**config.mk**
```make
export PLATFORM = sky130hd
export DESIGN_NAME = posit_encoder_flat
export DESIGN_NICKNAME = d
export VERILOG_FILES = /design/src/rtl/posit_pkg.sv /design/src/rtl/posit_encoder_if.sv /design/src/rtl/posit_round.sv /design/src/rtl/posit_encoder.sv /design/src/flat_wrapper.sv
export SDC_FILE = /design/constraint.sdc
export NUM_CORES = 1
export LEC_CHECK = 0
export ABC_AREA = 1
export BUFFER_PORTS_ARGS = -buffer_cell sky130_fd_sc_hd__clkbuf_2
export CAP_MARGIN = 25
export CORE_MARGIN = 1
export CORE_UTILIZATION = 31
export CTS_BUF_LIST = sky130_fd_sc_hd__clkbuf_16
export CTS_CLUSTER_SIZE = 16
export DETAILED_ROUTE_END_ITERATION = 6
export PLACE_DENSITY_LB_ADDON = 0.25
export SYNTH_ARGS = -nofsm -noshare
export SYNTH_HDL_FRONTEND = slang
export SYNTH_SLANG_ARGS = --single-unit
```
**constraint.sdc**
```tcl
create_clock -name clk -period 6.5 [get_ports clk]
set_input_delay 0.975 -clock clk [delete_from_list [all_inputs] [get_ports clk]]
set_output_delay 0.975 -clock clk [all_outputs]
set_load 0.02 [all_outputs]
```
**src/rtl/posit_pkg.sv**
```systemverilog
// Shared constants, derived widths and stage payload types for the posit(16,1) encoder.
package posit_pkg;

  localparam int unsigned N    = 16;
  localparam int unsigned ES   = 1;
  localparam int unsigned RS   = 5;
  localparam int unsigned FS   = N - ES - 3;
  localparam int unsigned NB   = N - 1;
  localparam int unsigned XW   = 2 * N;
  localparam int unsigned EFW  = ES + FS;
  localparam int unsigned PADW = XW - 1 - EFW;
  localparam int unsigned LW   = $clog2(N) + 1;

  localparam int KMAX = int'(N) - 2;
  localparam int KMIN = 1 - int'(N);

  localparam logic [N-1:0] NAR_WORD  = {1'b1, {(N-1){1'b0}}};
  localparam logic [N-1:0] ZERO_WORD = '0;

  // Stage 1 -> stage 2: classified fields with clamped regime run length.
  typedef struct packed {
    logic           sign;
    logic           zero;
    logic           nar;
    logic           sat_hi;
    logic           r0;
    logic [LW-1:0]  len;
    logic [EFW-1:0] ef;
  } s1_t;

  // Stage 2 -> stage 3: truncated body plus rounding information.
  typedef struct packed {
    logic          sign;
    logic          zero;
    logic          nar;
    logic          sat_hi;
    logic [NB-1:0] body;
    logic          guard;
    logic          sticky;
  } s2_t;

endpackage

```
**src/rtl/posit_encoder_if.sv**
```systemverilog
// Input field bus and output posit bus of the encoder, with both handshakes.
interface posit_encoder_if;
  import posit_pkg::*;

  logic          in_valid;
  logic          in_ready;
  logic          sign;
  logic [RS-1:0] regi;
  logic [ES-1:0] expo;
  logic [FS-1:0] frac;
  logic          allzero;
  logic          allone;
  logic          out_valid;
  logic          out_ready;
  logic [N-1:0]  out_posit;

  modport master (
    output in_valid, sign, regi, expo, frac, allzero, allone, out_ready,
    input  in_ready, out_valid, out_posit
  );

  modport slave (
    input  in_valid, sign, regi, expo, frac, allzero, allone, out_ready,
    output in_ready, out_valid, out_posit
  );

endinterface

```
**src/rtl/posit_round.sv**
```systemverilog
// Round-to-nearest-even on the assembled body with maxpos/minpos saturation,
// sign application and special-value override.
module posit_round
  import posit_pkg::*;
(
  input  logic          sign,
  input  logic          zero,
  input  logic          nar,
  input  logic          sat_hi,
  input  logic [NB-1:0] body,
  input  logic          guard,
  input  logic          sticky,
  output logic [N-1:0]  posit_c
);

  logic          round_up_c;
  logic [NB-1:0] mag_c;
  logic [N-1:0]  word_c;

  always_comb begin
    round_up_c = guard && (sticky || body[0]);
    mag_c      = body;
    // Never round to zero and never carry past maxpos into the NaR pattern.
    if (sat_hi) begin
      mag_c = '1;
    end else if (body == '0) begin
      mag_c = NB'(1);
    end else if (round_up_c && (body != '1)) begin
      mag_c = body + NB'(1);
    end

    word_c = {1'b0, mag_c};
    if (sign) begin
      word_c = (~word_c) + N'(1);
    end

    posit_c = word_c;
    if (zero) begin
      posit_c = ZERO_WORD;
    end
    if (nar) begin
      posit_c = NAR_WORD;
    end
  end

endmodule

```
**src/rtl/posit_encoder.sv**
```systemverilog
// Three-stage posit(16,1) encoder: classify/clamp, assemble, round. All stages
// share one advance signal so the pipeline stalls as a unit.
module posit_encoder
  import posit_pkg::*;
(
  input  logic            clk,
  input  logic            rst_n,
  posit_encoder_if.slave  bus
);

  logic advance_c;

  logic s1_valid_q, s1_valid_d;
  logic s2_valid_q, s2_valid_d;
  logic out_valid_q, out_valid_d;

  s1_t s1_q, s1_d, s1_new_c;
  s2_t s2_q, s2_d, s2_new_c;

  logic [N-1:0] out_posit_q, out_posit_d;
  logic [N-1:0] rounded_c;

  logic signed [RS-1:0] k_c;
  logic signed [RS-1:0] kc_c;

  logic [XW-1:0] tail_c;
  logic [XW-1:0] ext_c;
  logic [LW-1:0] sh_c;

  assign advance_c     = !out_valid_q || bus.out_ready;
  assign bus.in_ready  = advance_c;
  assign bus.out_valid = out_valid_q;
  assign bus.out_posit = out_posit_q;

  assign k_c = bus.regi;

  // Stage 1: clamp k so the regime never wraps, derive run length and run bit.
  always_comb begin
    kc_c = k_c;
    if (int'(k_c) > KMAX) begin
      kc_c = RS'(KMAX);
    end else if (int'(k_c) < KMIN) begin
      kc_c = RS'(KMIN);
    end

    s1_new_c        = '0;
    s1_new_c.sign   = bus.sign;
    s1_new_c.zero   = bus.allzero;
    s1_new_c.nar    = bus.allone;
    s1_new_c.sat_hi = (int'(k_c) >= KMAX);
    s1_new_c.r0     = !kc_c[RS-1];
    s1_new_c.len    = s1_new_c.r0 ? LW'(int'(kc_c) + 2) : LW'(1 - int'(kc_c));
    s1_new_c.ef     = {bus.expo, bus.frac};
  end

  // Stage 2: shift the terminator+fields right under a fill of len-1 run bits.
  always_comb begin
    tail_c = {~s1_q.r0, s1_q.ef, {PADW{1'b0}}};
    sh_c   = s1_q.len - LW'(1);
    ext_c  = s1_q.r0 ? ~((~tail_c) >> sh_c) : (tail_c >> sh_c);

    s2_new_c        = '0;
    s2_new_c.sign   = s1_q.sign;
    s2_new_c.zero   = s1_q.zero;
    s2_new_c.nar    = s1_q.nar;
    s2_new_c.sat_hi = s1_q.sat_hi;
    s2_new_c.body   = ext_c[XW-1 -: NB];
    s2_new_c.guard  = ext_c[XW-1-NB];
    s2_new_c.sticky = |ext_c[XW-2-NB:0];
  end

  posit_round u_round (
    .sign    (s2_q.sign),
    .zero    (s2_q.zero),
    .nar     (s2_q.nar),
    .sat_hi  (s2_q.sat_hi),
    .body    (s2_q.body),
    .guard   (s2_q.guard),
    .sticky  (s2_q.sticky),
    .posit_c (rounded_c)
  );

  // Next-state: every stage loads from its predecessor only on advance.
  always_comb begin
    s1_valid_d  = s1_valid_q;
    s1_d        = s1_q;
    s2_valid_d  = s2_valid_q;
    s2_d        = s2_q;
    out_valid_d = out_valid_q;
    out_posit_d = out_posit_q;
    if (advance_c) begin
      s1_valid_d  = bus.in_valid;
      s1_d        = s1_new_c;
      s2_valid_d  = s1_valid_q;
      s2_d        = s2_new_c;
      out_valid_d = s2_valid_q;
      out_posit_d = rounded_c;
    end
  end

  always_ff @(posedge clk or negedge rst_n) begin
    if (!rst_n) begin
      s1_valid_q  <= 1'b0;
      s1_q        <= '0;
      s2_valid_q  <= 1'b0;
      s2_q        <= '0;
      out_valid_q <= 1'b0;
      out_posit_q <= '0;
    end else begin
      s1_valid_q  <= s1_valid_d;
      s1_q        <= s1_d;
      s2_valid_q  <= s2_valid_d;
      s2_q        <= s2_d;
      out_valid_q <= out_valid_d;
      out_posit_q <= out_posit_d;
    end
  end

endmodule
```
**src/flat_wrapper.sv**
```systemverilog
// flat-port wrapper written by rule: the top's interface ports become plain ports
module posit_encoder_flat import posit_pkg::*;
  (clk, rst_n, bus_in_valid, bus_sign, bus_regi, bus_expo, bus_frac, bus_allzero, bus_allone, bus_out_ready, bus_in_ready, bus_out_valid, bus_out_posit);
  posit_encoder_if bus_i ();
  input  logic clk;
  input  logic rst_n;
  input wire logic [$bits(bus_i.in_valid)-1:0] bus_in_valid;
  input wire logic [$bits(bus_i.sign)-1:0] bus_sign;
  input wire logic [$bits(bus_i.regi)-1:0] bus_regi;
  input wire logic [$bits(bus_i.expo)-1:0] bus_expo;
  input wire logic [$bits(bus_i.frac)-1:0] bus_frac;
  input wire logic [$bits(bus_i.allzero)-1:0] bus_allzero;
  input wire logic [$bits(bus_i.allone)-1:0] bus_allone;
  input wire logic [$bits(bus_i.out_ready)-1:0] bus_out_ready;
  output wire logic [$bits(bus_i.in_ready)-1:0] bus_in_ready;
  output wire logic [$bits(bus_i.out_valid)-1:0] bus_out_valid;
  output wire logic [$bits(bus_i.out_posit)-1:0] bus_out_posit;
  assign bus_i.in_valid = bus_in_valid;
  assign bus_i.sign = bus_sign;
  assign bus_i.regi = bus_regi;
  assign bus_i.expo = bus_expo;
  assign bus_i.frac = bus_frac;
  assign bus_i.allzero = bus_allzero;
  assign bus_i.allone = bus_allone;
  assign bus_i.out_ready = bus_out_ready;
  assign bus_in_ready = bus_i.in_ready;
  assign bus_out_valid = bus_i.out_valid;
  assign bus_out_posit = bus_i.out_posit;
  posit_encoder u_core (.clk(clk), .rst_n(rst_n), .bus(bus_i));
endmodule
```
==> impl_metrics.csv <==
group,metric,value,unit
sta,fin_crit_sh,54.8,%
synthesis,ys_seq_elements,63,
power_and_ir_drop,p_per_area,540,nW/µm²
synthesis,synth.area.top_cells,"dfrtp_1 32%, nand2_1 19%, o21ai_0 6.9%",
place,post-place-ws,2.98,ns
power_and_ir_drop,total_power,0.00302,W
drt,route.detailed.drc,0,
setup_path,critPathLaunch,"u_core.s1_q[13]",
synthesis,synth-edff-count,0,
synthesis,netlist.area_leader.share,32.0,%
setup_path,cp-end-kind,"flop",
clocking,cts_tree,"yes",
setup_path,crit_path_top_delay_cell,"dfrtp_1",
setup_path,crit_path_start_kind,"flop",
power_and_ir_drop,comb_power_share,60.9,%
worst_hold_path,worstHoldStart,"u_core.s2_valid_q",
synthesis,ys_types,46,
sta,relSlewSlack,43.3,%
clocking,ctsHtreeMaxLevel,3,
die,die_y,128,µm
sta,period_minus_slack,3.56,ns
synthesis,syn_inst,766,
place,place.port_buffers,42,
clocking,max-clock-path-buffers,2,
die,die_width,128,µm
synthesis,avgSynthCellArea,6.44,µm²
synthesis,synthXorXnorAreaFrac,2.08,%
setup_path,r2r_slack,2.94,ns
power_and_ir_drop,swShare,53.3,%
power_and_ir_drop,p_clk_share,16.0,%
sta,skew,0.0107,ns
global_route,grt.overflow.total,0,
die,coreArea,15400,µm²
synthesis,synth_top_area_cell,"dfrtp_1",
setup_path,critical_path_arrival,3.79,ns
final_layout,drive_gt1_share,14.1,%
synthesis,synthArstFlopShare,100,%
final_layout,diodes,0,
synthesis,synth-simple-area-share,38.9,%
global_route,antenna_found_initial,0,
setup_path,critical_path.most_common_cell,"nand2_1",
sta,fmax,0.281,GHz
drt,routed_via_density,4.85,
setup_path,rr_worst_depth,13,
setup_path,crit_type,"reg2reg",
drt,vias,4898,
die,num_rows,45,
sta,max_slew.worst_pin.slew,0.851,ns
setup_path,worstPathRequired,6.73,ns
synthesis,synth.cell_area,4930,µm²
drt,drt-initial-drc-count,287,
synthesis,synth_seq_area_share,32.0,%
drt,routed_wl,13.5,mm
sta,setup-tns-final,0,ns
global_route,grt_pass1_vias,4583,
drt,wl_per_cell,13.3,µm
place,hpwl,10.1,mm
final_layout,nNetsFinal,826,
sta,rsz0062_at_grt,"false",
synthesis,synth_compound_area_share,15.4,%
run,cap_violations,0,
synthesis,synth_top_family_by_area,"simple AND/OR/NAND/NOR gates",
synthesis,synthMuxAreaShare,0,%
final_layout,fin_util,36.4,%
clocking,cts_setup_buffers,0,
sta,holdWs,0.471,ns
power_and_ir_drop,p_switching,0.00161,W
setup_path,worstSetupEndpoint,"u_core.s2_q[0]",
power_and_ir_drop,cellLeakagePower,2.81,nW
final_layout,fillCellCount,1734,
die,io_pins,43,
setup_path,reg2reg_from,"u_core.s1_q[13]",
die,initial_core_util,32.1,%
clocking,numCtsBuffers,9,
synthesis,synth.net_count,798,
outcome,outcome,"finished, final reports clean",
drt,ant_nets,0,
worst_hold_path,min_path_type,"reg2reg",
clocking,clk_latency,0.35,ns
power_and_ir_drop,peakVddDrop,369,µV
global_route,grt.total_usage,18.0,%
power_and_ir_drop,internal-power,0.00141,W
final_layout,area_growth,13.6,%
synthesis,ys.flop_type,"dfrtp_1",
clocking,ctsResizeCount,0,
sta,slew_violations,0,
sta,finalHoldViolCount,0,
global_route,grt_pass1_wl,23.1,mm
setup_path,rr_endpoint,"u_core.s2_q[0]",
setup_path,cpPeakStageDelay,0.80,ns
clocking,hold_buffers,0,
die,dieArea,16400,µm²
clocking,cts-root-buf,"clkbuf_16",
global_route,grt_max_degree,64,
sta,layout_setup_ws,2.94,ns
sta,setup_viol_count_final,0,
power_and_ir_drop,p_seq_share,23.1,%
clocking,path_clk_slew,0.06,ns
synthesis,synth-adder-area-share,1.78,%
drt,dr.pass1.iters,5,
setup_path,crit_chain,"inv_1 -> ha_1 -> inv_1 -> o21ai_1 -> o21ai_1 -> nor2_1 -> nand2_1 -> o21ai_0 -> nand3_1 -> nand2_1 -> nand2_1 -> nand2_1 -> nand2_1",
place,gp_congestion,0.927,
setup_path,path_max_fanout,31,
synthesis,ys_warn_count,0,
clocking,cts_sinks,63,
[power groups by stage]
stage               Combinational, W  Sequential [W]  Clock, W
global route                 0.00210        0.000723  0.000514
floorplan                    0.00142        0.000678         0
finish                       0.00184        0.000698  0.000483
detailed placement           0.00183        0.000704         0
global placement             0.00186        0.000703         0
CTS                          0.00184        0.000698  0.000495
[layout by cell type (no fill, tap or decap), types with 2 or more instances in the layout]
| cell type | netlist | routed |
|---|---|---|
| a22o_1 | 2 | 2 |
| dfrtp_1 | 63 | 63 |
| inv_2 | 10 | 10 |
| a31oi_1 | 3 | 3 |
| o21ai_1 | 14 | 14 |
| nand2_1 | 248 | 248 |
| and2_1 | 2 | 2 |
| a22oi_1 | 3 | 3 |
| o22ai_1 | 4 | 4 |
| nor3_1 | 8 | 8 |
| buf_4 | 2 | 6 |
| clkbuf_16 | 0 | 9 |
| ha_1 | 7 | 7 |
| a32oi_1 | 3 | 3 |
| nand4_1 | 14 | 14 |
| nand2_4 | 3 | 3 |
| o211ai_1 | 7 | 7 |
| nor2_2 | 10 | 10 |
| a21oi_1 | 20 | 20 |
| clkbuf_2 | 0 | 41 |
| inv_1 | 80 | 80 |
| clkinvlp_4 | 0 | 2 |
| nand3_2 | 6 | 6 |
| nand3_1 | 65 | 65 |
| nor2_4 | 4 | 5 |
| nor2_1 | 56 | 55 |
| o21ai_0 | 68 | 68 |
| nand2_2 | 9 | 9 |
| nand3b_1 | 2 | 2 |
| xor2_1 | 8 | 8 |
[worst min path at each step]
stage,to,slack [ns],cells after the start
2_1_floorplan,u_core.bus.out_valid,0.44,1
3_3_place_gp,u_core.bus.out_valid,0.45,1
3_5_place_dp,u_core.bus.out_valid,0.45,1
4_1_cts,u_core.bus.out_valid,0.47,1
5_1_grt,u_core.bus.out_valid,0.48,1
6_report,u_core.bus.out_valid,0.47,1
[layer usage]
layer	vias up	global-route usage [%]	wire, µm
li1	2547	-	-
met1	2224	24.9	6740
met5	-	0	0
met4	0	5.95	251
met3	22	3.80	468
met2	105	28.0	5990
[state kept, by name, indices dropped and copies added (netlist names)]
name and cells:
u_core.bus.out_posit 16, u_core.bus.out_valid 1, u_core.s1_q 23, u_core.s1_valid_q 1, u_core.s2_q 21, u_core.s2_valid_q 1
[critical path, delay by kind of cell (launching register included)]
family,cells,cell delay [ns]
AO/OA/AOI/OAI,3,0.83
flip-flops,1,0.80
adder cells (fa/ha/maj),1,0.68
buffers and inverters,2,0.65
AND/OR/NAND/NOR,7,0.48
[logic make-up (layout without fill, tap and decap cells)]
logic type | count (synthesis) | count (layout)
adders and majority gates | 7 | 7
AOI/OAI and AO/OA | 133 | 133
buffers and inverters | 121 | 154
xor gates and xnor gates | 10 | 10
and+or+nand+nor | 432 | 432
DFF | 63 | 63
[metrics by stage]
| step | std cells | instance area (µm²) |
|---|---|---|
| 2_1_floorplan | 766 | 4930 |
| 3_3_place_gp | 994 | 5310 |
| 3_5_place_dp | 994 | 5310 |
| 4_1_cts | 1010 | 5600 |
| 5_1_grt | 1010 | 5600 |
| 6_report | 1010 | 5600 |
[layout make-up]
type	instances	area, µm²	share of cell area (%)
clock buffer	9	225	4.02
clock inverter	7	71.3	1.27
inverter	90	338	6.03
multi-input combinational	582	2870	51.3
sequential	63	1580	28.1
tap	211	264	4.71
timing repair buffer	48	255	4.56
[Yosys cell counts, types with 2 or more instances]
| library cell | count |
|---|---|
| a32oi_1 | 3 |
| clkbuf_1 | 14 |
| nand4_1 | 14 |
| o211ai_1 | 7 |
| xor2_1 | 8 |
| nor2_1 | 56 |
| and2_1 | 2 |
| nor3_1 | 8 |
| o21ai_1 | 14 |
| nand2_2 | 9 |
| o22ai_1 | 4 |
| inv_2 | 10 |
| o21ai_0 | 68 |
| a22oi_1 | 3 |
| dfrtp_1 | 63 |
| a21oi_1 | 20 |
| a22o_1 | 2 |
| nand3_1 | 65 |
| nand3b_1 | 2 |
| nand2_1 | 248 |
| inv_1 | 80 |
| buf_4 | 2 |
| nand2_4 | 3 |
| buf_2 | 14 |
| a31oi_1 | 3 |
| nand3_2 | 6 |
| nor2_2 | 10 |
| ha_1 | 7 |
| nor2_4 | 4 |
Note: power is estimated with default switching activity, not from simulation.
